## src/rtl/key_pkg.sv

```systemverilog
// key_pkg
//   Shared definitions for the push-button debouncer.
//   - key_fsm_e    : filter FSM states (fixed 2-bit encoding)
//   - CNT_MAX_20MS : default stable-time terminal count, 20 ms at 50 MHz
//   - CNT_W_20MS   : counter width that holds CNT_MAX_20MS
package key_pkg;

  typedef enum logic [1:0] {
    IDLE   = 2'd0,
    P_FILT = 2'd1,
    DOWN   = 2'd2,
    R_FILT = 2'd3
  } key_fsm_e;

  localparam int CNT_MAX_20MS = 999_999;
  localparam int CNT_W_20MS   = 20;

endpackage

```

## src/rtl/key_filter_if.sv

```systemverilog
// key_filter_if
//   Bundles the button pin and the debounced outputs of key_filter.
//   - key_in      : raw button pin, asynchronous, 0 = pressed
//   - key_state   : debounced level, 1 = pressed
//   - key_flag    : one-cycle pulse on a debounced press
//   - key_release : one-cycle pulse on a debounced release
//   The master side drives the pin and consumes the outputs; the slave side
//   is the filter itself.
interface key_filter_if;

  logic key_in;
  logic key_state;
  logic key_flag;
  logic key_release;

  modport master (
    output key_in,
    input  key_state,
    input  key_flag,
    input  key_release
  );

  modport slave (
    input  key_in,
    output key_state,
    output key_flag,
    output key_release
  );

endinterface

```

## src/rtl/key_sync.sv

```systemverilog
// key_sync
//   SYNC_STG-deep synchronizer that brings the asynchronous button pin into
//   the clk domain. Every stage resets to 1 so that a reset looks like a
//   released key.
//   - clk   : sampling clock, rising edge
//   - rst_n : asynchronous active-low reset
//   - d     : asynchronous input
//   - q     : synchronized output (last stage)
module key_sync #(
  parameter int SYNC_STG = 2
) (
  input  logic clk,
  input  logic rst_n,
  input  logic d,
  output logic q
);

  logic [SYNC_STG-1:0] sync_q;
  logic [SYNC_STG-1:0] sync_d;

  // New sample enters at bit 0 and moves one stage per clock.
  always_comb begin
    sync_d = {sync_q[SYNC_STG-2:0], d};
  end

  always_ff @(posedge clk or negedge rst_n) begin
    if (!rst_n) begin
      sync_q <= '1;
    end else begin
      sync_q <= sync_d;
    end
  end

  assign q = sync_q[SYNC_STG-1];

endmodule

```

## src/rtl/key_filter.sv

```systemverilog
// key_filter
//   Debounces one active-low push button. The pin is synchronized, then a
//   four-state FSM demands CNT_MAX+1 consecutive stable samples inside a
//   filter state before accepting a press or a release.
//   - sys_clk   : system clock, rising edge
//   - sys_rst_n : asynchronous active-low reset
//   - kif       : slave side of key_filter_if (key_in in; key_state,
//                 key_flag, key_release out, all registered)
module key_filter
  import key_pkg::*;
#(
  parameter int CNT_MAX  = CNT_MAX_20MS,
  parameter int CNT_W    = CNT_W_20MS,
  parameter int SYNC_STG = 2
) (
  input  logic         sys_clk,
  input  logic         sys_rst_n,
  key_filter_if.slave  kif
);

  localparam logic [CNT_W-1:0] CNT_TOP = CNT_W'(CNT_MAX);

  logic             key_s;
  key_fsm_e         state_q, state_d;
  logic [CNT_W-1:0] cnt_q, cnt_d;
  logic             key_state_q, key_state_d;
  logic             key_flag_q, key_flag_d;
  logic             key_release_q, key_release_d;

  key_sync #(
    .SYNC_STG (SYNC_STG)
  ) u_sync (
    .clk   (sys_clk),
    .rst_n (sys_rst_n),
    .d     (kif.key_in),
    .q     (key_s)
  );

  // Next-state logic. The counter is zero whenever a state is entered, so
  // only the filter states ever see a non-zero count, and it is cleared
  // before it can pass CNT_TOP. Strobes are raised on the transition into
  // the settled state, together with the new key_state level.
  always_comb begin
    state_d       = state_q;
    cnt_d         = '0;
    key_state_d   = key_state_q;
    key_flag_d    = 1'b0;
    key_release_d = 1'b0;

    unique case (state_q)
      IDLE: begin
        if (!key_s) begin
          state_d = P_FILT;
        end
      end
      P_FILT: begin
        if (key_s) begin
          state_d = IDLE;
        end else if (cnt_q == CNT_TOP) begin
          state_d     = DOWN;
          key_flag_d  = 1'b1;
          key_state_d = 1'b1;
        end else begin
          cnt_d = cnt_q + 1'b1;
        end
      end
      DOWN: begin
        if (key_s) begin
          state_d = R_FILT;
        end
      end
      R_FILT: begin
        if (!key_s) begin
          state_d = DOWN;
        end else if (cnt_q == CNT_TOP) begin
          state_d       = IDLE;
          key_release_d = 1'b1;
          key_state_d   = 1'b0;
        end else begin
          cnt_d = cnt_q + 1'b1;
        end
      end
      default: begin
        state_d = IDLE;
      end
    endcase
  end

  // State, counter and output registers. A reset in any state lands in IDLE
  // with the outputs low, so an interrupted press never produces a release.
  always_ff @(posedge sys_clk or negedge sys_rst_n) begin
    if (!sys_rst_n) begin
      state_q       <= IDLE;
      cnt_q         <= '0;
      key_state_q   <= 1'b0;
      key_flag_q    <= 1'b0;
      key_release_q <= 1'b0;
    end else begin
      state_q       <= state_d;
      cnt_q         <= cnt_d;
      key_state_q   <= key_state_d;
      key_flag_q    <= key_flag_d;
      key_release_q <= key_release_d;
    end
  end

  assign kif.key_state   = key_state_q;
  assign kif.key_flag    = key_flag_q;
  assign kif.key_release = key_release_q;

endmodule
```

## src/flat_wrapper.sv

```systemverilog
// flat-port wrapper written by rule: the top's interface ports become plain ports
module key_filter_flat import key_pkg::*;
#(
  parameter int CNT_MAX  = CNT_MAX_20MS,
  parameter int CNT_W    = CNT_W_20MS,
  parameter int SYNC_STG = 2
)
  (sys_clk, sys_rst_n, kif_key_in, kif_key_state, kif_key_flag, kif_key_release);
  key_filter_if kif_i ();
  input  logic sys_clk;
  input  logic sys_rst_n;
  input wire logic [$bits(kif_i.key_in)-1:0] kif_key_in;
  output wire logic [$bits(kif_i.key_state)-1:0] kif_key_state;
  output wire logic [$bits(kif_i.key_flag)-1:0] kif_key_flag;
  output wire logic [$bits(kif_i.key_release)-1:0] kif_key_release;
  assign kif_i.key_in = kif_key_in;
  assign kif_key_state = kif_i.key_state;
  assign kif_key_flag = kif_i.key_flag;
  assign kif_key_release = kif_i.key_release;
  key_filter #(.CNT_MAX(CNT_MAX), .CNT_W(CNT_W), .SYNC_STG(SYNC_STG)) u_core (.sys_clk(sys_clk), .sys_rst_n(sys_rst_n), .kif(kif_i));
endmodule
```

## config.mk

```make
export PLATFORM = sky130hd
export DESIGN_NAME = key_filter_flat
export DESIGN_NICKNAME = d
export VERILOG_FILES = /design/src/rtl/key_pkg.sv /design/src/rtl/key_filter_if.sv /design/src/rtl/key_sync.sv /design/src/rtl/key_filter.sv /design/src/flat_wrapper.sv
export SDC_FILE = /design/constraint.sdc
export NUM_CORES = 1
export LEC_CHECK = 0
export BUFFER_PORTS_ARGS = -buffer_cell sky130_fd_sc_hd__buf_4
export CORE_UTILIZATION = 42
export DETAILED_ROUTE_END_ITERATION = 10
export PLACE_DENSITY_LB_ADDON = 0.3
export SETUP_SLACK_MARGIN = 0.4
export SLEW_MARGIN = 10
export SYNTH_ARGS = -nofsm -noshare
export SYNTH_HDL_FRONTEND = slang
export SYNTH_SLANG_ARGS = --single-unit
```

## constraint.sdc

```tcl
create_clock -name sys_clk -period 2.2 [get_ports sys_clk]
set_clock_uncertainty 0.15 [all_clocks]
set_input_delay 0 -clock sys_clk [delete_from_list [all_inputs] [get_ports sys_clk]]
set_output_delay 0 -clock sys_clk [all_outputs]
set_load 0.05 [all_outputs]
```

==> results_dict.tcl <==
set metrics [dict create \
    status "complete, but fails checks" \
    violations "design-rule violations" \
    tightest_slew_ps 306.2 \
    crit_fanout 3 \
    finalSetupViolCount 0 \
    arrival_ps 2070 \
    worst_slack_ps 258.8 \
    fin_util_pct 57.81 \
    yosys_most_used_dff "dfrtp_1" \
    hpwlAfterDp_um 1685 \
    portBuffers 5 \
    synth_top_area_cell "dfrtp_1" \
    rsz0062_at_grt "true" \
    yosysMostFrequentCell "dfrtp_1" \
    routedWlPerCell_um 14.80 \
    syn_inst 125 \
    synthMuxAreaShare_pct 0.7805 \
    num_antenna_cells 0 \
    syn_nets 129 \
    drt-pass1-iter-count 7 \
    synth-xor-area-share_pct 8.878 \
    drive_above_1_share_pct 33.55 \
    peakVddDrop_mv 0.3663 \
    ys_seq_elements 27 \
    grt_pass1_vias 1045 \
    antenna_left 0 \
    drv_cap 0 \
    cts_buffers 3 \
    cp.required_ps 2330 \
    drtIter0Drc 38 \
    antenna_found_initial 0 \
    start_util_pct 45.33 \
    fp.dieW_um 57.26 \
    startpoint_type "flip-flop" \
    grt_start_max_net_pins 26 \
    fin_crit_ps 1941 \
    synth.top_cell.area_share_pct 48.78 \
    grtUsageTotal_pct 17.47 \
    design_area_mm2 0.001635 \
    preCtsSetupSlack_ps 192.2 \
    cts_tree "built" \
    vias 999 \
    ys_seq_area_share_pct 52.88 \
    drt_wl_total_um 2709 \
    cp-end-kind "flip-flop" \
    clockRootBuffer "clkbuf_4" \
    core_mm2 0.002829 \
    synth_top_family_by_area "simple AND/OR/NAND/NOR gates" \
    yosysWarnings 0 \
    synth_edf_count 0 \
    synth-async-reset-ratio_pct 100.0 \
    syn_avg_cell_area_um2 10.26 \
    clock_sinks 27 \
    rows 19 \
    setup-tns-final_ps 0 \
    synth_compound_area_share_pct 7.317 \
    ys_top_cells_by_count "25 x dfrtp_1, 18 x nor2_1, 9 x nand2_1, 8 x xnor2_1, 7 x nand3_1" \
    via_per_inst 5.459 \
    synth_cell_types 31 \
    gp_congestion 0.7939 \
    dpl.cell_count 163 \
    min_period_over_period_pct 88.24 \
    cts_htree_levels 1 \
    fmax_mhz 515.1 \
    yosys.area_share.adder_pct 0.9756 \
    place_area_mm2 0.001410 \
    syn_area_mm2 0.001282 \
    insertion_delay_ps 320 \
    crit_type "flip-flop to flip-flop" \
    slew_viol_final 0 \
    p_per_area_mw_per_mm2 465.9 \
    io_pins 6 \
    hold_slack_ps 2.366 \
    cts.reportedPaths.clkPinSlew_ps 140 \
    yosys.area_share.simple_pct 27.22 \
    p_leak_nw 0.6812 \
    grt_pass1_wl_um 4367 \
    fp.dieH_um 57.26 \
    yosys-top-cells-area "dfrtp_1 49%, xnor2_1 5.5%, nor2_1 5.3%" \
    dieArea_mm2 0.003279 \
    hold_violations 0 \
    drcViolationCount 2 \
    slew_headroom_pct 79.40 \
    area_growth_pct 27.51 \
    finalPower_mw 0.7620 \
    hold_path.class "input port to async pin" \
    overflow 0 \
    nets 157 \
    cts.path.max_buffers 2 \
    fin_cells 183 \
]
kinds of logic (layout without fill, tap and decap cells):
kind of cell / after synthesis / count (layout)
and+or+nand+nor: 62 / 62
adders and majority gates: 1 / 1
xor gates and xnor gates: 13 / 13
DFF: 27 / 27
buffers and inverters: 6 / 33
AOI/OAI and AO/OA: 15 / 15
muxes: 1 / 1
area by class of cell:
| class | instances | area (µm²) |
|---|---|---|
| Fill cell | 238 | 1194 |
| Sequential cell | 27 | 681.9 |
| Multi-Input combinational cell | 92 | 659.4 |
| Timing Repair Buffer | 25 | 212.7 |
| Tap cell | 31 | 38.79 |
| Clock buffer | 3 | 22.52 |
| Inverter | 4 | 15.01 |
| Clock inverter | 1 | 5.005 |
metal layers:
layer  wire [µm]  vias to the layer above  track usage [%]
met5           0                        -                0
met3          56                        2            4.762
met2        1368                        9            30.92
met1        1266                      494            20.74
met4          17                        0            5.226
li1            -                      494                -
layout by cell type (no fill, tap or decap), types with 2 or more instances in the layout:
master / instances
nor2_1: 16
nand2_1: 8
nand4b_1: 2
buf_4: 20
a21oi_2: 6
xnor2_1: 8
dlygate4sd3_1: 2
xor2_1: 5
nand4_1: 3
nand3_1: 6
dfrtp_1: 22
inv_1: 4
dfstp_2: 2
buf_6: 2
and4_1: 3
nor3_1: 2
clkbuf_4: 3
nor4_1: 3
or3_1: 4
o21ai_0: 5
or4_4: 3
dfrtp_2: 3
sequential cells by signal, indices dropped and copies added, names as in the netlist, named ones only:
| name | cells |
|---|---|
| u_core.cnt_q | 20 |
| u_core.kif.key_flag | 1 |
| u_core.kif.key_release | 1 |
| u_core.kif.key_state | 1 |
| u_core.state_q | 1 |
| u_core.u_sync.sync_q | 2 |
critical path: stages, from the launching register on:
cell and delay (ps):
dfrtp_1 420, or4_4 550, nor4b_4 280, buf_4 170
and4_4 220, a211o_1 100
final timing paths:
| check | to | slack [ps] | cells after the start | startpoint |
|---|---|---|---|---|
| max in group asynchronous | u_core.cnt_q[11] | 1730 | 3 | sys_rst_n |
| worst min-delay path | u_core.cnt_q[15] | 2 | 3 | sys_rst_n |
| min in group sys_clk | u_core.u_sync.sync_q[0] | 180 | 2 | kif_key_in |
| worst min register to register | u_core.u_sync.sync_q[1] | 220 | 0 | u_core.u_sync.sync_q[0] |
| worst max-delay path | u_core.kif.key_state | 260 | 5 | u_core.cnt_q[10] |
| worst max register to register | u_core.kif.key_state | 260 | 5 | u_core.cnt_q[10] |
power by group:
group          leakage [nW]  switching (mW)  total [mW]  internal [mW]
registers             0.362         0.00515       0.508          0.502
logic                 0.301          0.0221      0.0388         0.0167
clock network        0.0177           0.147       0.216         0.0682
total                 0.681           0.175       0.762          0.587
what timing repair did:
| action | CTS | global route |
|---|---|---|
| setup endpoints to repair | 25 | 25 |
| buffers inserted | 7 | 6 |
| hold buffers | 3 | 0 |
| endpoints found under the hold margin | 28 | 0 |
| resized for setup | 5 | 11 |
| pin swaps | 4 | 4 |
(Power assumes the default switching activity.)
